[src/rtl/uart_fifo_pkg.sv]
// Shared constants for the UART fifo write-side blocks: default byte width,
// arbiter state encodings and an index-width helper.
package uart_fifo_pkg;

  localparam int DATA_WIDTH_DEF = 8;

  localparam logic [0:0] ST_IDLE  = 1'b0;
  localparam logic [0:0] ST_GRANT = 1'b1;

  // Index width for n entries; never narrower than one bit.
  function automatic int idxWidth(input int n);
    return (n > 1) ? $clog2(n) : 1;
  endfunction

endpackage

[src/rtl/rr_pick.sv]
// Combinational round-robin picker: finds the first set request after 'last',
// wrapping modulo NUM_REQ.
module rr_pick
  import uart_fifo_pkg::*;
#(
  parameter int NUM_REQ = 2,
  parameter int IDX_W   = idxWidth(NUM_REQ)
) (
  input  logic [NUM_REQ-1:0] req,
  input  logic [IDX_W-1:0]   last,
  output logic               found,
  output logic [IDX_W-1:0]   winner
);

  logic [IDX_W-1:0] idx;

  // Scan from the farthest offset down so the nearest index after 'last' wins.
  always_comb begin
    found  = |req;
    winner = '0;
    idx    = '0;
    for (int off = NUM_REQ; off >= 1; off--) begin
      idx = IDX_W'((int'(last) + off) % NUM_REQ);
      if (req[idx]) begin
        winner = idx;
      end
    end
  end

endmodule

[src/rtl/fifo_wr_arbiter.sv]
// Round-robin, packet-locking arbiter sharing one fifo write port among
// NUM_REQ byte producers; a grant lasts until the owner's last byte or MAX_BURST beats.
module fifo_wr_arbiter
  import uart_fifo_pkg::*;
#(
  parameter int  NUM_REQ    = 2,
  parameter int  DATA_WIDTH = DATA_WIDTH_DEF,
  parameter int  MAX_BURST  = 16,
  localparam int GID_W      = idxWidth(NUM_REQ)
) (
  input  logic                          clk,
  input  logic                          reset,
  input  logic [NUM_REQ-1:0]            req_valid,
  input  logic [NUM_REQ-1:0]            req_last,
  input  logic [NUM_REQ*DATA_WIDTH-1:0] req_data,
  output logic [NUM_REQ-1:0]            req_ready,
  input  logic                          fifo_full,
  output logic                          fifo_wr_en,
  output logic [DATA_WIDTH-1:0]         fifo_wdata,
  output logic [GID_W-1:0]              grant_id,
  output logic                          busy
);

  localparam int CNT_W = $clog2(MAX_BURST + 1);
  localparam logic [CNT_W-1:0] BURST_END = CNT_W'(MAX_BURST - 1);

  logic [0:0]            state_q, state_d;
  logic [GID_W-1:0]      grantId_q, grantId_d;
  logic [GID_W-1:0]      lastGnt_q, lastGnt_d;
  logic [CNT_W-1:0]      beatCnt_q, beatCnt_d;

  logic                  pickFound;
  logic [GID_W-1:0]      pickIdx;
  logic [DATA_WIDTH-1:0] lane [NUM_REQ];
  logic                  ownerValid;
  logic                  ownerLast;
  logic                  releaseGrant;

  for (genvar i = 0; i < NUM_REQ; i++) begin : g_lane
    assign lane[i] = req_data[i*DATA_WIDTH +: DATA_WIDTH];
  end

  rr_pick #(
    .NUM_REQ (NUM_REQ),
    .IDX_W   (GID_W)
  ) u_pick (
    .req    (req_valid),
    .last   (lastGnt_q),
    .found  (pickFound),
    .winner (pickIdx)
  );

  assign ownerValid   = req_valid[grantId_q];
  assign ownerLast    = req_last[grantId_q];
  assign busy         = (state_q == ST_GRANT);
  assign grant_id     = grantId_q;
  assign fifo_wr_en   = busy & ownerValid & ~fifo_full;
  assign fifo_wdata   = fifo_wr_en ? lane[grantId_q] : '0;
  assign releaseGrant = fifo_wr_en & (ownerLast | (beatCnt_q == BURST_END));

  // Only the owner sees ready, and only while the fifo has room.
  always_comb begin
    req_ready = '0;
    if (busy) begin
      req_ready[grantId_q] = ~fifo_full;
    end
  end

  always_comb begin
    state_d   = state_q;
    grantId_d = grantId_q;
    lastGnt_d = lastGnt_q;
    beatCnt_d = beatCnt_q;
    if (state_q == ST_IDLE) begin
      if (pickFound) begin
        grantId_d = pickIdx;
        state_d   = ST_GRANT;
      end
    end else if (fifo_wr_en) begin
      if (releaseGrant) begin
        state_d   = ST_IDLE;
        beatCnt_d = '0;
        lastGnt_d = grantId_q;
      end else begin
        beatCnt_d = beatCnt_q + CNT_W'(1);
      end
    end
  end

  // lastGnt resets to the top index so requester 0 wins the first grant.
  always_ff @(posedge clk or posedge reset) begin
    if (reset) begin
      state_q   <= ST_IDLE;
      grantId_q <= '0;
      lastGnt_q <= GID_W'(NUM_REQ - 1);
      beatCnt_q <= '0;
    end else begin
      state_q   <= state_d;
      grantId_q <= grantId_d;
      lastGnt_q <= lastGnt_d;
      beatCnt_q <= beatCnt_d;
    end
  end

endmodule

[config.mk]
export PLATFORM = sky130hd
export DESIGN_NAME = fifo_wr_arbiter
export DESIGN_NICKNAME = d
export VERILOG_FILES = /design/src/rtl/uart_fifo_pkg.sv /design/src/rtl/rr_pick.sv /design/src/rtl/fifo_wr_arbiter.sv
export SDC_FILE = /design/constraint.sdc
export NUM_CORES = 1
export LEC_CHECK = 0
export CORE_AREA = 2 2 44 46
export DETAILED_ROUTE_END_ITERATION = 16
export DIE_AREA = 0 0 46 48
export PLACE_DENSITY = 0.84
export SLEW_MARGIN = 20
export SYNTH_ARGS = -nofsm -noshare
export SYNTH_HDL_FRONTEND = slang
export SYNTH_SLANG_ARGS = --single-unit
[constraint.sdc]
create_clock -name clk -period 2.1 [get_ports clk]
set_input_delay 0.42 -clock clk [delete_from_list [all_inputs] [get_ports clk]]
set_output_delay 0.42 -clock clk [all_outputs]
set_load 0.05 [all_outputs]
* After elaboration in Yosys (flattened, before gate mapping) *
Cells that the tools add are included.

operators by class
  $add $sub $neg = 3
  reductions and logical operators = 5
  order comparisons = 5
  multiplexer cells = 22
  bitwise gates (word level) = 8
  eq/ne operators = 1

operator list
  operator             number
  $mux 8               4
  $mux 1               15
  $lt 1x2->1 const B   3
  $add 5x1->5 const B  1
  $eq 5x4->1 const B   1
  $mux 5               1
  $reduce_and 2->1     2
  $and 1x1->1          3
  $reduce_and 3->1     1
  $add 1x1->1 const B  2
  $and 2x2->2          1
  $ge 2x2->1 const B   1
  $mux 2               1
  $not 1->1            2
  $not 1->2            1
  $reduce_or 2->1      1
  $demux 1 s1          1
  $ge 1x1->1 const B   1
  $logic_and 1x1->1    1
  $or 1x1->1           1

word-level totals
  logic and storage cells = 48
  input port bits = 23
  register bits after elaboration = 8
  output and inout port bits = 13

* Longest topological paths before layout *
  depth after elaboration = 8
  mapped depth = 5
  mapped depth without buffers = 5

* Cells and area by module *
From an unflattened synthesis, not the netlist that was laid out.

second synthesis, totals
  cells, all modules = 57
  area, all modules = 599.3 µm²

modules (own cells, without submodules)
  module           sequential area each (µm²)  instances  cells an instance  area each (µm²)
  fifo_wr_arbiter  201.4                       1          55                 585.6
  rr_pick          0.0                         1          2                  13.8

* Worst setup path after synthesis *
No wires, ideal clock.

  kind = reg-to-output
  start point = reg grantId_q (netlist: grant_id)
  end point = out req_ready[0]
  buffers on the path = 2
  arrival time = 2.063 ns
  setup slack = -0.383 ns
  data required time = 1.680 ns
  stages on the path, launching flop included = 4
  cell sequence = dfrtp_1 buf_6 buf_2 nor3_1

on the way
  word-level cells in the longest chain between the ends = 6
  elaborated cells on any way between the ends = 7
  classes of those cells = order compare: 2; mux: 3; bitwise: 1; reduce/logical: 1

ends and longest elaborated chain
  item                                                            RTL line               source
  start, declared                                                 fifo_wr_arbiter.sv:28  logic [GID_W-1:0] grantId_q, grantId_d;
  start signal, assigned                                          fifo_wr_arbiter.sv:99  grantId_q <= grantId_d;
  $lt 1x2->1 (not written as such) or $ge 1x1->1 (tied branches)  fifo_wr_arbiter.sv:65  req_ready[grantId_q] = ~fifo_full;
  $logic_and 1x1->1 (not written as such)                         fifo_wr_arbiter.sv:65
  $mux 1 (not written as such)                                    fifo_wr_arbiter.sv:65
  $demux 1 s1 *                                                   fifo_wr_arbiter.sv:65
  $and 2x2->2 (no source line) *                                  n/a
  $mux 2 *                                                        fifo_wr_arbiter.sv:64  if (busy) begin
  end, declared                                                   fifo_wr_arbiter.sv:16  output logic [NUM_REQ-1:0] req_ready,

Mark *: on every way between the ends. The rest lies on a longest branch, timed or not.

* Worst setup path in the final report *
  start point = in req_valid[1]
  end point = out fifo_wr_en

on the way
  word-level cells in the longest chain between the ends = 4

ends and longest elaborated chain
  item                                       RTL line               source
  start, declared                            fifo_wr_arbiter.sv:13  input logic [NUM_REQ-1:0] req_valid,
  $mux 1 (not written as such) (2 in a row)  fifo_wr_arbiter.sv:53  assign ownerValid = req_valid[grantId_q];
  $and 1x1->1 (2 in a row)                   fifo_wr_arbiter.sv:57  assign fifo_wr_en = busy & ownerValid & ~fifo_full;
  end, declared                              fifo_wr_arbiter.sv:18  output logic fifo_wr_en,

Every way passes these cells. The select of a mux whose other input is x is not followed.

==> metrics.txt <==
Via Count=595; Startpoint Class=input pin; DRC viols=0; synthesized instance count=57; CP required=1680 ps; final critical-path setup slack=99.3 ps; total power=1.23 mW; I/O Buffers=35; Syn Nets=82; max_cap viols=0; DR iter-0 viols=3; postcts setup bufs=0; Synth area leaders=dfrtp_1 (29%), mux2i_1 (15%), mux2_4 (5.0%), nor2_1 (5.0%), nand4bb_4 (4.6%); f_max=0.500 GHz; std cell rows=15; Post-Synthesis Mean Instance Area=10.6 um2; Finished Cell Area=1150 um2; post-CTS sizing=0; global placement routability congestion=0.756; Hold WS=428 ps; Setup WS pre-CTS=84.1 ps; I/O pins=36; Max VDD drop=0.611 mV; clk_lat worst skew=250 ps; detailed placement HPWL=1390 um; clock tree sinks=8; Area Growth Syn to Fin=90.4%; first-pass GRT wire length=2780 um; number of global-route vias before repair=590; outcome=finished, final reports clean; final wirelength=1650 um; Post-DP Area=1120 um2; endpoint kind of the worst setup timing path=primary output; Max clock buf depth=2; max incr delay on CP=450 ps; clk root buf=clkbuf_4; area of the core=1690 um2; CP max-delay cell=clkdlybuf4s50_1; final setup fails=0; RSZ-0062 raised after global routing=no; Starting Density=35.6%; number of H-tree levels=1; max_slew headroom=66.7%; Yosys warnings=0; remaining global-route overflow=0; largest net degree at the start of global routing=11; Inserted Diodes=0; total CTS buffers=3; Avg WL per Cell=14.2 um; Tightest Hold Check Type=input pin to asynchronous set/reset pin; internal reg-to-reg setup slack=440 ps; ratio of cells with drive above 1 in the final layout=29.3%; final worst path period share=95.3%; Synth top area share=29.1%; Period minus WS final=2000 ps; sequential area share after synthesis=33.5%; synthesized cell area=602 um2; Finished Core Util=67.9%; Finished Layout Cells=116; most frequent cells in the layout=clkdlybuf4s50_1 (23), buf_12 (12), mux2i_1 (9); largest area contributor in the netlist=dfrtp_1; Async S/R FF share, synth=100%; CP Data Arrival Time=1580 ps; leakage dissipation=0.510 nW; final clock skew=0.900 ps; critical path cell sequence=clkdlybuf4s50_1 > mux2_4 > nand2_4 > inv_1 > buf_12; Die Y=48 um; Yosys cell types=25; ys flop type=dfrtp_1; TNS Setup=0 ps; Post-synth EDFFs=0; CTS tree=done; cts hold-fix bufs=0; nets=125; clk slew on worst S/H paths=50 ps; antenna-violating nets left=0; worst setup path class=input pin to primary output; initial antenna violation count=0; commonest non-fill, non-tap cell in the layout=clkdlybuf4s50_1; Seq cells post-synth=8; Final Slew Violations=0; Crit Path Max Fanout=10; First-pass DRT Iterations=4; die width=46 um; area of the die=2210 um2; PD cells=1070 nW/um2; GRT Total Usage=18.4%; Hold Violations, Final=0; DP Cell Count=112; via/cell ratio=5.13; Slew @ Worst Pin=497 ps
-- power by group --
part	switching [mW]	internal, mW
Sequential	0.0398	0.209
Clock	0.0527	0.0727
Combinational	0.433	0.421
Total	0.526	0.702
-- final timing paths --
path | startpoint | end | cells after the start
worst max-delay path | req_valid[1] | fifo_wr_en | 5
worst min-delay path | reset | beatCnt_q[2]$_DFFE_PP0P_ | 2
worst max register to register | beatCnt_q[1]$_DFFE_PP0P_ | lastGnt_q$_DFFE_PP1P_ | 5
worst min register to register | beatCnt_q[0]$_DFFE_PP0P_ | beatCnt_q[0]$_DFFE_PP0P_ | 1
max in group asynchronous | reset | lastGnt_q$_DFFE_PP1P_ | 2
min in group clk | beatCnt_q[0]$_DFFE_PP0P_ | beatCnt_q[0]$_DFFE_PP0P_ | 1
-- state kept, by name, indices dropped and copies added (netlist names) --
name,flops
busy,1
grant_id,1
beatCnt_q,5
lastGnt_q,1
-- worst max-delay path, delay by kind of cell --
family | cells | cell delay [ps]
buf+inv | 3 | 720
mux | 1 | 300
simple gates | 1 | 130
-- kinds of logic (layout without fill, tap and decap cells) --
family | count (synthesis) | after routing | synth area share (%)
AOI/OAI and AO/OA | 9 | 9 | 14.6
adders and majority gates | 2 | 2 | 4.16
buffers and inverters | 7 | 49 | 5.82
DFF | 8 | 8 | 33.5
muxes | 12 | 12 | 21.8
and+or+nand+nor | 19 | 19 | 20.2
-- cells in the mapped netlist (2+ instances only) --
master / number
ha_1: 2
nor2_1: 8
mux2i_1: 9
mux2_4: 2
inv_1: 5
o2bb2ai_1: 2
nand2_1: 2
dfrtp_1: 7
nand2b_1: 2
o311ai_1: 2
and3_1: 2
-- area by class of cell --
class | count | area (um2)
Clock buffer | 4 | 26.3
Fill cell | 125 | 543
Inverter | 5 | 18.8
Multi-Input combinational cell | 42 | 370
Sequential cell | 8 | 201
Tap cell | 17 | 21.3
Timing Repair Buffer | 40 | 508
-- per-layer routing --
layer | GRT usage (%) | share of wire, % | up-vias
li1 | - | - | 290
met1 | 18.9 | 40 | 288
met2 | 36.7 | 56 | 15
met3 | 4.53 | 3.6 | 2
met4 | 5.14 | 0.36 | 0
met5 | 0 | 0 | -
Power figures use the tool's default switching activity.
